## config.mk

```make
export PLATFORM = sky130hd
export DESIGN_NAME = e203_tcm_mport_ctrl
export DESIGN_NICKNAME = d
export VERILOG_FILES = /design/src/rtl/e203_tcm_mport_ctrl.sv
export SDC_FILE = /design/constraint.sdc
export NUM_CORES = 1
export LEC_CHECK = 0
export ABC_AREA = 1
export CORE_AREA = 2 2 166 168
export CTS_BUF_LIST = sky130_fd_sc_hd__clkbuf_8
export CTS_CLUSTER_SIZE = 20
export DETAILED_ROUTE_END_ITERATION = 16
export DIE_AREA = 0 0 168 170
export GPL_ROUTABILITY_DRIVEN = 0
export RECOVER_POWER = 25
export SLEW_MARGIN = 30
export SYNTH_ARGS = -nofsm -noshare
export SYNTH_HDL_FRONTEND = slang
export SYNTH_SLANG_ARGS = --single-unit
```

## constraint.sdc

```tcl
create_clock -name clk -period 1.6 [get_ports clk]
set_clock_uncertainty 0.15 [all_clocks]
set_input_delay 0.32 -clock clk [delete_from_list [all_inputs] [get_ports clk]]
set_output_delay 0.32 -clock clk [all_outputs]
set_load 0.02 [all_outputs]
```

## src/rtl/e203_tcm_mport_ctrl.sv

```systemverilog
// ---------------------------------------------------------------------------
// e203_tcm_mport_ctrl
//   Multi-port TCM controller. Arbitrates NUM_PORTS 32-bit ICB requestors onto
//   one single-port SRAM of width RAM_DW (32 or 64). Only one command is in
//   flight at a time and its response comes back exactly one cycle after the
//   command fires. If the requestor stalls the response, the read data is
//   parked in a hold register because the RAM output is not stable once the
//   RAM is deselected.
//
//   Optional feature macro: E203_TCM_RR_ARB_EN
//     defined   -> round-robin arbitration (pointer `last`, moves on fire)
//     undefined -> fixed priority, lowest port index wins
//
// Ports
//   clk, rst_n        clock, asynchronous active-low reset
//   icb_cmd_*         per-port ICB command channel (valid/ready/addr/read/
//                     wdata/wmask), port i at slice i
//   icb_rsp_*         per-port ICB response channel (valid/ready/rdata)
//   ram_cs/we/addr/wem/din  SRAM request, ram_dout = SRAM read data (1 cycle)
//   tcm_active        any command pending or a response outstanding
// ---------------------------------------------------------------------------
module e203_tcm_mport_ctrl #(
  parameter  int NUM_PORTS = 3,
  parameter  int AW        = 16,
  parameter  int RAM_DW    = 64,
  localparam int RAM_AW    = AW - $clog2(RAM_DW / 8)
) (
  input  logic                    clk,
  input  logic                    rst_n,
  input  logic [NUM_PORTS-1:0]    icb_cmd_valid,
  output logic [NUM_PORTS-1:0]    icb_cmd_ready,
  input  logic [NUM_PORTS*AW-1:0] icb_cmd_addr,
  input  logic [NUM_PORTS-1:0]    icb_cmd_read,
  input  logic [NUM_PORTS*32-1:0] icb_cmd_wdata,
  input  logic [NUM_PORTS*4-1:0]  icb_cmd_wmask,
  output logic [NUM_PORTS-1:0]    icb_rsp_valid,
  input  logic [NUM_PORTS-1:0]    icb_rsp_ready,
  output logic [NUM_PORTS*32-1:0] icb_rsp_rdata,
  output logic                    ram_cs,
  output logic                    ram_we,
  output logic [RAM_AW-1:0]       ram_addr,
  output logic [RAM_DW/8-1:0]     ram_wem,
  output logic [RAM_DW-1:0]       ram_din,
  input  logic [RAM_DW-1:0]       ram_dout,
  output logic                    tcm_active
);

  localparam int LANES = RAM_DW / 32;
  localparam int LSB   = $clog2(RAM_DW / 8);
  localparam int PW    = $clog2(NUM_PORTS);
  localparam int WEM_W = RAM_DW / 8;

  // Pick the 32-bit lane of a RAM word (lane is always 0 for a 32-bit RAM).
  function automatic logic [31:0] lane_rd(input logic [RAM_DW-1:0] word, input logic lane);
    logic [31:0] r;
    r = word[31:0];
    if ((LANES == 2) && lane) begin
      r = word[RAM_DW-1 -: 32];
    end else begin
      r = word[31:0];
    end
    return r;
  endfunction

  // Place a 4-bit byte mask into the selected lane of the RAM write mask.
  function automatic logic [WEM_W-1:0] lane_wem(input logic [3:0] mask, input logic lane);
    logic [WEM_W-1:0] m;
    m = WEM_W'(mask);
    if ((LANES == 2) && lane) begin
      m = WEM_W'({mask, 4'b0000});
    end else begin
      m = WEM_W'(mask);
    end
    return m;
  endfunction

  logic          gnt_vld_s;
  logic [PW-1:0] gnt_idx_s;
  logic          slot_free_s;
  logic          rsp_fire_s;
  logic          cmd_fire_s;
  logic [AW-1:0] sel_addr_s;
  logic          sel_read_s;
  logic [31:0]   sel_wdata_s;
  logic [3:0]    sel_wmask_s;
  logic          lane_s;
  logic [31:0]   rsp_data_s;
  logic          unused_s;

  logic          rsp_pending_r;
  logic [PW-1:0] rsp_port_r;
  logic          rsp_read_r;
  logic          lane_r;
  logic [31:0]   hold_r;
  logic          hold_vld_r;
`ifdef E203_TCM_RR_ARB_EN
  logic [PW-1:0] last_r;
`endif

  // Grant selection among valid ports.
  always_comb begin
    gnt_vld_s = 1'b0;
    gnt_idx_s = {PW{1'b0}};
`ifdef E203_TCM_RR_ARB_EN
    // Scan from the farthest candidate to the nearest so the first valid
    // port after `last` is the one left standing.
    for (int k = NUM_PORTS; k >= 1; k--) begin
      logic [PW-1:0] cand;
      cand = PW'((int'(last_r) + k) % NUM_PORTS);
      if (icb_cmd_valid[cand]) begin
        gnt_vld_s = 1'b1;
        gnt_idx_s = cand;
      end else begin
        gnt_idx_s = gnt_idx_s;
      end
    end
`else
    for (int i = NUM_PORTS - 1; i >= 0; i--) begin
      if (icb_cmd_valid[i]) begin
        gnt_vld_s = 1'b1;
        gnt_idx_s = PW'(i);
      end else begin
        gnt_idx_s = gnt_idx_s;
      end
    end
`endif
  end

  // A completing response frees the slot in the same cycle (back-to-back).
  assign rsp_fire_s  = rsp_pending_r & icb_rsp_ready[rsp_port_r];
  assign slot_free_s = ~rsp_pending_r | rsp_fire_s;
  assign cmd_fire_s  = rst_n & gnt_vld_s & slot_free_s;

  // Mux the granted port's command fields.
  always_comb begin
    sel_addr_s  = {AW{1'b0}};
    sel_read_s  = 1'b0;
    sel_wdata_s = 32'h0000_0000;
    sel_wmask_s = 4'b0000;
    for (int i = 0; i < NUM_PORTS; i++) begin
      if (gnt_idx_s == PW'(i)) begin
        sel_addr_s  = icb_cmd_addr[i*AW +: AW];
        sel_read_s  = icb_cmd_read[i];
        sel_wdata_s = icb_cmd_wdata[i*32 +: 32];
        sel_wmask_s = icb_cmd_wmask[i*4 +: 4];
      end else begin
        sel_read_s = sel_read_s;
      end
    end
  end

  assign lane_s   = (LANES == 2) ? sel_addr_s[2] : 1'b0;
  assign unused_s = ^sel_addr_s[1:0];

  // RAM request, driven only in the cycle a command fires.
  always_comb begin
    ram_cs   = 1'b0;
    ram_we   = 1'b0;
    ram_addr = {RAM_AW{1'b0}};
    ram_wem  = {WEM_W{1'b0}};
    ram_din  = {RAM_DW{1'b0}};
    if (cmd_fire_s) begin
      ram_cs   = 1'b1;
      ram_we   = ~sel_read_s;
      ram_addr = sel_addr_s[AW-1:LSB];
      ram_wem  = sel_read_s ? {WEM_W{1'b0}} : lane_wem(sel_wmask_s, lane_s);
      ram_din  = {LANES{sel_wdata_s}};
    end else begin
      ram_cs = 1'b0;
    end
  end

  // Response data: parked copy if stalled, else live RAM lane; writes give 0.
  always_comb begin
    rsp_data_s = 32'h0000_0000;
    if (hold_vld_r) begin
      rsp_data_s = hold_r;
    end else if (rsp_read_r) begin
      rsp_data_s = lane_rd(ram_dout, lane_r);
    end else begin
      rsp_data_s = 32'h0000_0000;
    end
  end

  // Per-port handshake outputs.
  always_comb begin
    icb_cmd_ready = {NUM_PORTS{1'b0}};
    icb_rsp_valid = {NUM_PORTS{1'b0}};
    icb_rsp_rdata = {(NUM_PORTS*32){1'b0}};
    for (int i = 0; i < NUM_PORTS; i++) begin
      if (cmd_fire_s && (gnt_idx_s == PW'(i))) begin
        icb_cmd_ready[i] = 1'b1;
      end else begin
        icb_cmd_ready[i] = 1'b0;
      end
      if (rsp_pending_r && (rsp_port_r == PW'(i))) begin
        icb_rsp_valid[i]          = 1'b1;
        icb_rsp_rdata[i*32 +: 32] = rsp_data_s;
      end else begin
        icb_rsp_valid[i] = 1'b0;
      end
    end
  end

  assign tcm_active = rst_n & ((|icb_cmd_valid) | rsp_pending_r);

  // Outstanding-response tracking and hold register.
  always_ff @(posedge clk or negedge rst_n) begin
    if (!rst_n) begin
      rsp_pending_r <= 1'b0;
      rsp_port_r    <= {PW{1'b0}};
      rsp_read_r    <= 1'b0;
      lane_r        <= 1'b0;
      hold_r        <= 32'h0000_0000;
      hold_vld_r    <= 1'b0;
    end else if (cmd_fire_s) begin
      rsp_pending_r <= 1'b1;
      rsp_port_r    <= gnt_idx_s;
      rsp_read_r    <= sel_read_s;
      lane_r        <= lane_s;
      hold_vld_r    <= 1'b0;
    end else if (rsp_fire_s) begin
      rsp_pending_r <= 1'b0;
      hold_vld_r    <= 1'b0;
    end else if (rsp_pending_r && !hold_vld_r) begin
      // First response cycle stalled: RAM output is only valid now.
      hold_r     <= rsp_data_s;
      hold_vld_r <= 1'b1;
    end else begin
      hold_vld_r <= hold_vld_r;
    end
  end

`ifdef E203_TCM_RR_ARB_EN
  // Round-robin pointer, advances only when a command is accepted.
  always_ff @(posedge clk or negedge rst_n) begin
    if (!rst_n) begin
      last_r <= PW'(NUM_PORTS - 1);
    end else if (cmd_fire_s) begin
      last_r <= gnt_idx_s;
    end else begin
      last_r <= last_r;
    end
  end
`endif

endmodule

```

==> impl_metrics.prom, run 1 <==
# TYPE chip_impl_metric gauge
chip_impl_info{name="result_of_the_run",value="complete, but fails checks"} 1
chip_impl_info{name="violations",value="setup timing"} 1
chip_impl_metric{name="critPathArrivalTime",unit="ns"} 1.88
chip_impl_info{name="rr_startpoint",value="rsp_port_r[1]"} 1
chip_impl_metric{name="synth.yosys.seq_area_share",unit=""} 0.212
chip_impl_metric{name="synth.yosys.warnings",unit=""} 0
chip_impl_metric{name="cts_buffer_depth",unit=""} 2
chip_impl_metric{name="initial_utilization",unit=""} 0.168
chip_impl_info{name="yosysMostFrequentCell",value="sky130_fd_sc_hd__nand2_1"} 1
chip_impl_info{name="synth.largest_area_cell",value="sky130_fd_sc_hd__dfrtp_1"} 1
chip_impl_metric{name="drt_pass1_iterations",unit=""} 5
chip_impl_metric{name="grt_max_degree",unit=""} 49
chip_impl_metric{name="finalCritPeriodShare",unit=""} 1.47
chip_impl_metric{name="drt-met1-wl",unit="um"} 9580
chip_impl_metric{name="power_per_standard_cell_area",unit="mW/mm^2"} 1040
chip_impl_metric{name="synth.top_cell.area_share",unit=""} 0.212
chip_impl_metric{name="r2r_setup_slack",unit="ns"} -0.18
chip_impl_metric{name="die_height",unit="um"} 170
chip_impl_metric{name="max_slew_margin",unit=""} 0.336
chip_impl_metric{name="fmax",unit="GHz"} 0.426
chip_impl_metric{name="total_number_of_vias",unit=""} 6920
chip_impl_metric{name="place_area",unit="sq mm"} 0.0106
chip_impl_metric{name="first_iter_violations",unit=""} 285
chip_impl_info{name="critPathLaunchType",value="flop"} 1
chip_impl_metric{name="gr-total-overflow",unit=""} 0
chip_impl_metric{name="fin_crit",unit="ns"} 2.35
chip_impl_metric{name="final_hold_viol_count",unit=""} 0
chip_impl_metric{name="core",unit="sq mm"} 0.0267
chip_impl_metric{name="met2_wirelength",unit="um"} 13400
chip_impl_metric{name="totalNegativeSetupSlack",unit="ns"} -126.08
chip_impl_metric{name="drc_errors",unit=""} 0
chip_impl_metric{name="first_global_vias",unit=""} 6836
chip_impl_info{name="cts_tree",value="yes"} 1
chip_impl_metric{name="worstPathMaxFanout",unit=""} 6
chip_impl_metric{name="synth_seq_cells",unit=""} 38
chip_impl_metric{name="syn_nets",unit=""} 1049
chip_impl_metric{name="wire_length_of_the_first_global_routing_pass",unit="um"} 36800
chip_impl_metric{name="detail_route.wl_per_cell",unit="um"} 15.3
chip_impl_info{name="highest_layer",value="met4"} 1
chip_impl_metric{name="finish.utilization",unit=""} 0.430
chip_impl_metric{name="diodes",unit=""} 0
chip_impl_metric{name="power_leakage",unit="nW"} 5.06
chip_impl_metric{name="die_w",unit="um"} 168
chip_impl_metric{name="synth-async-reset-ratio",unit=""} 1.00
chip_impl_metric{name="report.final.setup_viol",unit=""} 226
chip_impl_metric{name="drt-vias-per-instance",unit=""} 4.19
chip_impl_metric{name="dp.final_hpwl",unit="um"} 20500
chip_impl_info{name="rsz0062_at_grt",value="yes"} 1
chip_impl_metric{name="layout.cell_area.non_filler",unit="sq mm"} 0.0115
chip_impl_metric{name="vdd.ir_drop.worst",unit="V"} 0.000513
chip_impl_info{name="setup.worst_path.class",value="reg2out"} 1
chip_impl_metric{name="htree_num_levels",unit=""} 2
chip_impl_metric{name="final_layout_size_suffix_gt1_frac",unit=""} 0.466
chip_impl_metric{name="timing.final.max_slew_violations",unit=""} 0
chip_impl_info{name="clock_tree.root_cell",value="sky130_fd_sc_hd__clkbuf_8"} 1
chip_impl_metric{name="io-pin-count",unit=""} 421
chip_impl_metric{name="port_buffers",unit=""} 414
chip_impl_metric{name="numCtsBuffers",unit=""} 5
chip_impl_metric{name="clock_latency",unit="ns"} 0.29
chip_impl_info{name="synth_area_leaders",value="sky130_fd_sc_hd__dfrtp_1, sky130_fd_sc_hd__nand2_1, sky130_fd_sc_hd__nor2_1, sky130_fd_sc_hd__o21ai_0, sky130_fd_sc_hd__nand3_1"} 1
chip_impl_metric{name="drv.max_cap_violation_count",unit=""} 0
chip_impl_metric{name="routed-wl-met3",unit="um"} 1760
chip_impl_metric{name="critPathRequiredTime",unit="ns"} 1.13
chip_impl_metric{name="floorplan.rows",unit=""} 60
chip_impl_metric{name="syn_area_per_cell",unit="sq um"} 5.47
chip_impl_metric{name="netlist_area",unit="sq mm"} 0.00448
chip_impl_metric{name="power",unit="mW"} 11.9
chip_impl_metric{name="area_of_the_die",unit="sq mm"} 0.0286
chip_impl_metric{name="clkTransAtPathRegs",unit="ns"} 0.08
chip_impl_metric{name="gate_count_post_synth",unit=""} 818
chip_impl_metric{name="globalRouteTotalUtil",unit=""} 0.163
chip_impl_metric{name="detail_route.wirelength",unit="um"} 25300
chip_impl_info{name="ys.flop_type",value="sky130_fd_sc_hd__dfrtp_1"} 1
chip_impl_metric{name="drtAntennaViolNets",unit=""} 0
chip_impl_metric{name="cts_hold_buffers",unit=""} 0
chip_impl_metric{name="grt_antenna_before_repair",unit=""} 0
chip_impl_metric{name="worst_slack",unit="ns"} -0.749
chip_impl_metric{name="synth-edff-count",unit=""} 0
chip_impl_metric{name="number_of_cell_instances_on_the_worst_register_to_register_path",unit=""} 10
chip_impl_info{name="synth.top_cells.by_count",value="sky130_fd_sc_hd__nand2_1, sky130_fd_sc_hd__nor2_1, sky130_fd_sc_hd__o21ai_0, sky130_fd_sc_hd__nand3_1, sky130_fd_sc_hd__inv_1"} 1
chip_impl_metric{name="clock_sinks",unit=""} 38
chip_impl_metric{name="worst-slew-pin-transition",unit="ns"} 0.996
chip_impl_info{name="end_kind",value="primary output"} 1
chip_impl_info{name="worstHoldPathType",value="in2async"} 1
chip_impl_info{name="reg2reg_end",value="hold_r[28]"} 1
chip_impl_metric{name="synthToLayoutAreaGrowth",unit="%"} 156
chip_impl_metric{name="fin_nets",unit=""} 1542
chip_impl_metric{name="synth_cell_type_count",unit=""} 26
how the worst max path moves through the flow:
stage                          start                end  cells after the start
floorplan              rsp_pending_r  icb_rsp_rdata[83]                      5
global placement    icb_cmd_valid[0]   icb_cmd_ready[0]                      9
detailed placement  icb_cmd_valid[0]         ram_wem[5]                     10
CTS                    rsp_port_r[0]        ram_addr[2]                      7
global route           rsp_port_r[1]        ram_din[19]                      9
finish                 rsp_port_r[0]        ram_din[19]                      9
cell usage in the layout (no fill, tap or decap), drive strengths merged:
| cell | instances |
|---|---|
| nor3 | 4 |
| or2 | 2 |
| dfrtp | 38 |
| o21ai | 110 |
| dlygate4sd2 | 2 |
| clkinv | 1 |
| buf | 313 |
| nand3b | 1 |
| o21bai | 1 |
| a21oi | 2 |
| nor2 | 207 |
| nand2 | 240 |
| clkdlybuf4s50 | 220 |
| clkdlybuf4s15 | 4 |
| inv | 64 |
| nand3 | 64 |
| clkbuf | 38 |
through the flow:
stage          setup WS, ns  std cells  hold WS, ns
6_report             -0.749       1652        0.226
3_5_place_dp          -1.37       1590        0.318
4_1_cts              -0.844       1614       0.0606
2_1_floorplan        -0.293        818       -0.126
3_3_place_gp          -1.36       1590        0.313
5_1_grt              -0.850       1652        0.317
where the power goes:
part | switching, mW | internal, mW | leakage, nW
Sequential | 0.267 | 1.38 | 0.502
Clock | 0.342 | 0.336 | 0.0485
Combinational | 5.27 | 4.34 | 4.51
Total | 5.88 | 6.05 | 5.06
registers in the layout (all words and copies together) (netlist names):
signal and count:
hold_vld_r 1, rsp_port_r 2, hold_r 32, lane_r 1, rsp_read_r 1, rsp_pending_r 1
worst max-delay path, stage by stage (launching register included):
cell and delay, ns:
sky130_fd_sc_hd__dfrtp_2 0.45, sky130_fd_sc_hd__inv_4 0.11, sky130_fd_sc_hd__nand3_4 0.09, sky130_fd_sc_hd__nand2_4 0.11, sky130_fd_sc_hd__o21bai_4 0.12, sky130_fd_sc_hd__buf_12 0.15, sky130_fd_sc_hd__buf_12 0.13, sky130_fd_sc_hd__buf_8 0.12
sky130_fd_sc_hd__nor2_4 0.16, sky130_fd_sc_hd__buf_6 0.14
layout make-up:
class / count / area (sq um)
Sequential cell: 38 / 956
Clock buffer: 6 / 82.6
Clock inverter: 1 / 3.75
Timing Repair Buffer: 571 / 5710
Tap cell: 341 / 427
Inverter: 64 / 270
Multi-Input combinational cell: 631 / 4010
Fill cell: 2704 / 15200
what timing repair did:
item	CTS	global route
gates cloned	3	4
pin swaps	7	44
buffers inserted	14	35
hold endpoints to repair	0	0
endpoints found under the setup margin	227	226
gates resized for setup	607	436
routing by layer:
metal | GRT usage | vias to the layer above
met5 | 0 | -
met2 | 0.317 | 281
li1 | - | 3498
met4 | 0.0348 | 0
met3 | 0.0347 | 24
met1 | 0.181 | 3117
cell families (layout without fill, tap and decap cells):
| family | count (synthesis) | in the layout | synth area share |
|---|---|---|---|
| and+or+nand+nor | 518 | 518 | 0.465 |
| buffers and inverters | 149 | 642 | 0.178 |
| AOI/OAI and AO/OA | 113 | 113 | 0.144 |
| DFF | 38 | 38 | 0.212 |
Power figures use the tool's default switching activity.
==> inputs of run 2 (changes only) <==
- HOLD_SLACK_MARGIN: unset -> 0.03
==> results of run 2 <==
Final layout, timing and power as in run 1 (identical DEF).
